==> src/rtl/cw_trig_capture.sv <==
// Trigger-and-capture engine: probe sampling, per-bus trigger evaluation and ring-buffer writes.
// Optional macro CW_TRIG_CNT_EN: trigger only after trig_cnt combined hits in WAIT.
module cw_trig_capture #(
  parameter int BUS_NUM    = 2,
  parameter int BUS_WIDTH  = 8,
  parameter int ADDR_WIDTH = 10,
  parameter int CNT_WIDTH  = 8
) (
  input  logic                           trig_clk,
  input  logic                           trig_rst,
  input  logic [BUS_NUM*BUS_WIDTH-1:0]   bus_din,
  input  logic                           arm,
  input  logic                           abort,
  input  logic [2*BUS_NUM-1:0]           trig_mode,
  input  logic [BUS_NUM*BUS_WIDTH-1:0]   trig_value,
  input  logic [BUS_NUM*BUS_WIDTH-1:0]   trig_mask,
  input  logic                           trig_and,
  input  logic [ADDR_WIDTH-1:0]          pre_len,
  input  logic [CNT_WIDTH-1:0]           trig_cnt,
  output logic                           wt_ce,
  output logic                           wt_en,
  output logic [ADDR_WIDTH-1:0]          wt_addr,
  output logic [BUS_NUM*BUS_WIDTH-1:0]   wt_data,
  output logic                           armed,
  output logic                           triggered,
  output logic                           done,
  output logic [ADDR_WIDTH-1:0]          trig_addr
);

  localparam int DW = BUS_NUM * BUS_WIDTH;

  typedef enum logic [2:0] {S_IDLE, S_PRE, S_WAIT, S_POST, S_DONE} state_t;

  state_t                state_q, state_d;
  logic [DW-1:0]         sample_q, prev_q;
  logic [ADDR_WIDTH-1:0] addr_q, cnt_q, cnt_inc, pre_eff_q, post_len, trig_addr_q;
  logic                  trig_q;
  logic [BUS_NUM-1:0]    bus_en, bus_hit;
  logic                  comb_hit, qual_hit, writing, start;

  // Per-bus hit evaluation on the registered sample
  for (genvar b = 0; b < BUS_NUM; b++) begin : g_bus
    logic [1:0]           mode;
    logic [BUS_WIDTH-1:0] s_m, v_m, chg;
    assign mode = trig_mode[2*b +: 2];
    assign s_m  = sample_q[b*BUS_WIDTH +: BUS_WIDTH] & trig_mask[b*BUS_WIDTH +: BUS_WIDTH];
    assign v_m  = trig_value[b*BUS_WIDTH +: BUS_WIDTH] & trig_mask[b*BUS_WIDTH +: BUS_WIDTH];
    assign chg  = (sample_q[b*BUS_WIDTH +: BUS_WIDTH] ^ prev_q[b*BUS_WIDTH +: BUS_WIDTH])
                & trig_mask[b*BUS_WIDTH +: BUS_WIDTH];
    assign bus_en[b]  = |mode;
    assign bus_hit[b] = ((mode == 2'b01) && (s_m == v_m)) ||
                        ((mode == 2'b10) && (s_m != v_m)) ||
                        ((mode == 2'b11) && (|chg));
  end

  // With every bus off the condition is trivially true
  assign comb_hit = (~|bus_en) ? 1'b1
                  : (trig_and ? (&(bus_hit | ~bus_en)) : (|(bus_hit & bus_en)));

  assign writing  = (state_q == S_PRE) || (state_q == S_WAIT) || (state_q == S_POST);
  assign start    = arm && !abort && ((state_q == S_IDLE) || (state_q == S_DONE));
  assign cnt_inc  = cnt_q + 1'b1;
  assign post_len = ~pre_eff_q;

`ifdef CW_TRIG_CNT_EN
  logic [CNT_WIDTH-1:0] hcnt_q;
  logic [CNT_WIDTH:0]   hcnt_next;
  assign hcnt_next = {1'b0, hcnt_q} + 1'b1;
  // trig_cnt of 0 or 1 both mean "first hit"
  assign qual_hit  = comb_hit && (hcnt_next >= {1'b0, trig_cnt});

  always_ff @(posedge trig_clk or posedge trig_rst) begin
    if (trig_rst) begin
      hcnt_q <= '0;
    end else if (start) begin
      hcnt_q <= '0;
    end else if ((state_q == S_WAIT) && comb_hit && !abort) begin
      hcnt_q <= hcnt_next[CNT_WIDTH-1:0];
    end
  end
`else
  logic unused_trig_cnt;
  assign unused_trig_cnt = ^trig_cnt;
  assign qual_hit        = comb_hit;
`endif

  always_ff @(posedge trig_clk or posedge trig_rst) begin
    if (trig_rst) state_q <= S_IDLE;
    else          state_q <= state_d;
  end

  always_comb begin
    state_d = state_q;
    if (abort) begin
      state_d = S_IDLE;
    end else begin
      unique case (state_q)
        S_IDLE, S_DONE: if (arm) state_d = (pre_len == '0) ? S_WAIT : S_PRE;
        S_PRE:          if (cnt_inc == pre_eff_q) state_d = S_WAIT;
        S_WAIT:         if (qual_hit) state_d = (post_len == '0) ? S_DONE : S_POST;
        S_POST:         if (cnt_inc == post_len) state_d = S_DONE;
        default:        state_d = S_IDLE;
      endcase
    end
  end

  // Stage p0: probe sample and its predecessor for edge detection
  always_ff @(posedge trig_clk or posedge trig_rst) begin
    if (trig_rst) begin
      sample_q <= '0;
      prev_q   <= '0;
    end else begin
      sample_q <= bus_din;
      prev_q   <= sample_q;
    end
  end

  // Stage p1: write address, phase counter and trigger bookkeeping
  always_ff @(posedge trig_clk or posedge trig_rst) begin
    if (trig_rst) begin
      addr_q      <= '0;
      cnt_q       <= '0;
      pre_eff_q   <= '0;
      trig_addr_q <= '0;
      trig_q      <= 1'b0;
    end else if (start) begin
      addr_q    <= '0;
      cnt_q     <= '0;
      pre_eff_q <= pre_len;
      trig_q    <= 1'b0;
    end else if (writing) begin
      addr_q <= addr_q + 1'b1;
      cnt_q  <= (state_d == state_q) ? cnt_inc : '0;
      if ((state_q == S_WAIT) && qual_hit && !abort) begin
        trig_addr_q <= addr_q;
        trig_q      <= 1'b1;
      end
    end
  end

  assign wt_ce     = writing;
  assign wt_en     = writing;
  assign wt_addr   = addr_q;
  assign wt_data   = sample_q;
  assign armed     = (state_q == S_PRE) || (state_q == S_WAIT);
  assign done      = (state_q == S_DONE);
  assign triggered = trig_q;
  assign trig_addr = trig_addr_q;

endmodule

==> config.mk <==
export PLATFORM = sky130hd
export DESIGN_NAME = cw_trig_capture
export DESIGN_NICKNAME = d
export VERILOG_FILES = /design/src/rtl/cw_trig_capture.sv
export SDC_FILE = /design/constraint.sdc
export NUM_CORES = 1
export LEC_CHECK = 0
export BUFFER_PORTS_ARGS = -buffer_cell sky130_fd_sc_hd__buf_2
export CORE_ASPECT_RATIO = 1.75
export CORE_UTILIZATION = 50
export CTS_CLUSTER_DIAMETER = 150
export CTS_CLUSTER_SIZE = 24
export DETAILED_ROUTE_END_ITERATION = 16
export HOLD_SLACK_MARGIN = 0.08
export PLACE_DENSITY_LB_ADDON = 0.05
export SYNTH_ARGS = -nofsm -noshare
export SYNTH_HDL_FRONTEND = slang
export SYNTH_SLANG_ARGS = --single-unit
==> constraint.sdc <==
create_clock -name trig_clk -period 5.4 [get_ports trig_clk]
set_input_delay 0.54 -clock trig_clk [delete_from_list [all_inputs] [get_ports trig_clk]]
set_output_delay 0.54 -clock trig_clk [all_outputs]
set_load 0.01 [all_outputs]
==> results.md <==
* Syn nets at 422
* Largest family of logic cells by synthesized area: simple AND/OR/NAND/NOR gates
* Initial Utilization at 52.0%
* HP Class: input port to flip-flop
* Synth Flop Type: dfrtp_1
* Synth cell types at 52
* Crit. End Element: flip-flop
* # rows at 41
* Leakage at 2.23 nW
* Post-synthesis mux area share at 6.77%
* Sequential power share at 45.9%
* Worst r2r src: cnt_q[0]$_DFFE_PP0P_
* Worst Path Arrival at 3.28 ns
* Crit-path max cell delay at 0.52 ns
* Asr flop ratio synth at 100%
* Warnings, synthesis at 0
* Routability cong. at 0.840
* Reg2Reg Depth at 9
* Status: finished, final reports clean
* Worst r2r dst: cnt_q[8]$_DFFE_PP0P_
* Final setup vio count at 0
* Clock-pin slew on the worst setup and hold paths at 0.06 ns
* Worst Path Buf+Inv at 0
* Compound-Gate Fraction of Synth Area at 11.9%
* Via count at 2,923
* Iter 0 DRT Violations at 132
* Avg Inst Size Synth at 11.0 µm²
* Setup_tns at 0 ns
* FF+latch count, synth at 76
* Post-Syn Area at 3790 µm²
* Die H at 117 µm
* Post-Synth Simple-Gate Area at 13.7%
* EDFF count, synth at 0
* Placed wire-length estimate at 6070 µm
* Post-CTS sizing at 0
* Delay-heaviest family, CP: compound AO/OA/AOI/OAI gates
* Setup Crit Path Kind: flip-flop to flip-flop
* Cell-internal power at 0.00104 W
* DR WL/cell at 15.0 µm
* Root buffer cell: clkbuf_16
* Clock network fraction of design power at 38.7%
* Initial antenna violation count at 0
* Fillcell total at 637
* First drt pass iteration count at 5
* Die footprint at 7950 µm²
* P_sw at 0.000398 W
* Register Area at 1900 µm²
* Remaining global-route overflow at 0
* TritonCTS clock tree: built
* Fin. Hold Viols at 0
* Register area share after synthesis at 50.2%
* FF-to-FF setup slack at 2.33 ns
* XOR/XNOR Fraction of Synth Area at 13.6%
* Comb power frac at 15.4%
* Sink Count at 76
* Post-Syn Instances at 345
* Crit-path cells: ha_1 > and3_1 > and3_1 > xnor2_1 > a2111oi_0 > nand4_1 > o2111a_1 > a21oi_2 > o21ai_1
* Relative slew slack at 37.2%
* Htree depth at 3
* Overall Global Routing Usage at 21.4%
* Pwr/cell area at 310 nW/µm²
* # diodes at 0
* Fin nets at 526
* Max frequency at 0.325 GHz
* Num CTS Buffers at 9
* Hold endpoint: wt_data[8]$_DFF_PP0_
* Placed cell area at 4370 µm²
* Clock Latency Late Sink at 0.33 ns
* Crit path time final at 3.07 ns
* Hold Path Depth at 1
* Crit-path max FO at 11
* CP required at 5.60 ns
* Crit-path most repeated cell: and3_1
* Crit path launch type: flip-flop
* Switching Share at 27.6%
* VDD IR max at 0.231 mV
* Detail Route Antenna Nets at 0
* Max-cap violations at 0
* Adder-Cell Fraction of Synth Area at 0.660%
* Vias/cell at 5.41
* Final Cycle Share at 56.9%
* Clk_skew at 0.00389 ns
* Post-CTS setup repair buffer count at 0
* Clk buf depth at 2
* RSZ-0062 raised after global routing: no
* Share of cells above drive strength 1 at 31.3%
* Residual DRC at 0
* Critical path depth at 9
* Vias in the first global route at 2,702
* WL final at 8110 µm
* Worst-margin pin slew at 0.942 ns
* Die W at 67.8 µm
* Max-slew violations at 0
* Hold buffers post-CTS at 0
* Largest net degree at the start of global routing at 77
* Design area at 4650 µm²
* Layout area overhead at 22.6%
* Input/output buffers at 107
* Critical-path top delay cell: dfrtp_1
* # IOs at 116
* Hold_sp: bus_din[8]
* Core Area at 7280 µm²
* Area of the multi-input gates at 1770 µm²
* First-pass GRT wire length at 12,500 µm
## worst max-delay path by stage
stage,from,end,slack (ns)
finish,cnt_q[0]$_DFFE_PP0P_,cnt_q[8]$_DFFE_PP0P_,2.33
global route,cnt_q[0]$_DFFE_PP0P_,cnt_q[8]$_DFFE_PP0P_,2.03
CTS,cnt_q[0]$_DFFE_PP0P_,cnt_q[8]$_DFFE_PP0P_,2.32
detailed placement,cnt_q[0]$_DFFE_PP0P_,cnt_q[8]$_DFFE_PP0P_,2.35
global placement,cnt_q[0]$_DFFE_PP0P_,cnt_q[8]$_DFFE_PP0P_,2.42
floorplan,wt_data[0]$_DFF_PP0_,trig_addr[0]$_DFFE_PP0P_,2.83
## cells in the final DEF, fill, tap and decap left out, types with 3 or more instances in the layout
cell type and n:
buf_2 107, dfrtp_1 76, xor2_1 46, nor2_1 23
nand2_1 16, nand3_1 15, xnor2_1 13, a22oi_1 12
mux2_2 11, inv_1 10, nand4_1 10, mux2_1 10
o21ai_0 9, clkbuf_16 9, a221oi_1 7, nor3_1 6
and3_1 6, o21ai_1 6, nor2b_1 4, nor4_1 3
nand2b_1 3, and2_1 3, or4_1 3
## layer usage
layer | GRT usage, % | vias to the layer above | part of all wire, %
met5 | 0 | - | 0
met3 | 3.97 | 14 | 4.6
met1 | 25.3 | 1386 | 40
met4 | 10.3 | 0 | 2.6
li1 | - | 1441 | -
met2 | 36.5 | 82 | 53
## state kept, by name, indices dropped and copies added, names as in the netlist
signal     flops
triggered      1
prev_q        16
wt_addr       10
pre_eff_q     10
state_q        3
trig_addr     10
cnt_q         10
wt_data       16
## final cells by class
class / count / share of cell area (%)
clock buffer: 12 / 5.30
clock inverter: 4 / 0.700
inverter: 11 / 0.888
multi-input combinational: 242 / 38.1
sequential: 76 / 40.9
tap: 86 / 2.31
timing repair buffer: 109 / 11.8
## Yosys cell counts (all sizes together), types with 2 or more instances
master	number	area, µm²
a221oi	7	61.3
and2	3	18.8
a31oi	2	12.5
xnor2	13	114
mux2	21	236
nand2	16	60.1
o2bb2ai	2	17.5
buf	8	48.8
o22ai	2	12.5
a21oi	2	13.8
a222oi	2	20.0
nand3	15	75.1
a22oi	12	90.1
o21a	2	15.0
or4	3	22.5
and4	2	17.5
dfrtp	76	1900
clkbuf	8	30.0
and3	6	37.5
o21ai	15	75.1
nor2	23	86.3
nor4	4	31.3
a211oi	3	45.0
ha	2	25.0
nand2b	4	32.5
inv	11	41.3
nand4	10	62.6
mux2i	2	20.0
xor2	46	403
nor3	6	30.0
nor2b	4	25.0
## stage by stage
step / hold WS [ns] / instances / utilization [%] / setup WS [ns] / power [W]
after global routing: 0.309 / 540 / 63.8 / 2.03 / 0.00151
after CTS: 0.301 / 540 / 63.8 / 2.32 / 0.00146
after floorplan: 0.475 / 345 / - / 2.83 / 0.000814
final: 0.314 / 540 / 63.8 / 2.33 / 0.00144
after global placement: 0.434 / 524 / 60.0 / 2.42 / 0.000890
after detailed placement: 0.444 / 524 / 60.0 / 2.35 / 0.000897
## power groups by stage
stage	clock (W)	combinational [W]	sequential, W
after floorplan	0	0.000153	0.000661
after global routing	0.000590	0.000249	0.000669
after global placement	0	0.000220	0.000670
after CTS	0.000572	0.000226	0.000662
after detailed placement	0	0.000225	0.000672
final	0.000559	0.000222	0.000662
## logic make-up after synthesis
group / count (synthesis)
muxes: 23
and+or+nand+nor: 99
adders and majority gates: 2
DFF: 76
xor gates and xnor gates: 59
AOI/OAI and AO/OA: 59
buffers and inverters: 27
(Power assumes the default switching activity.)
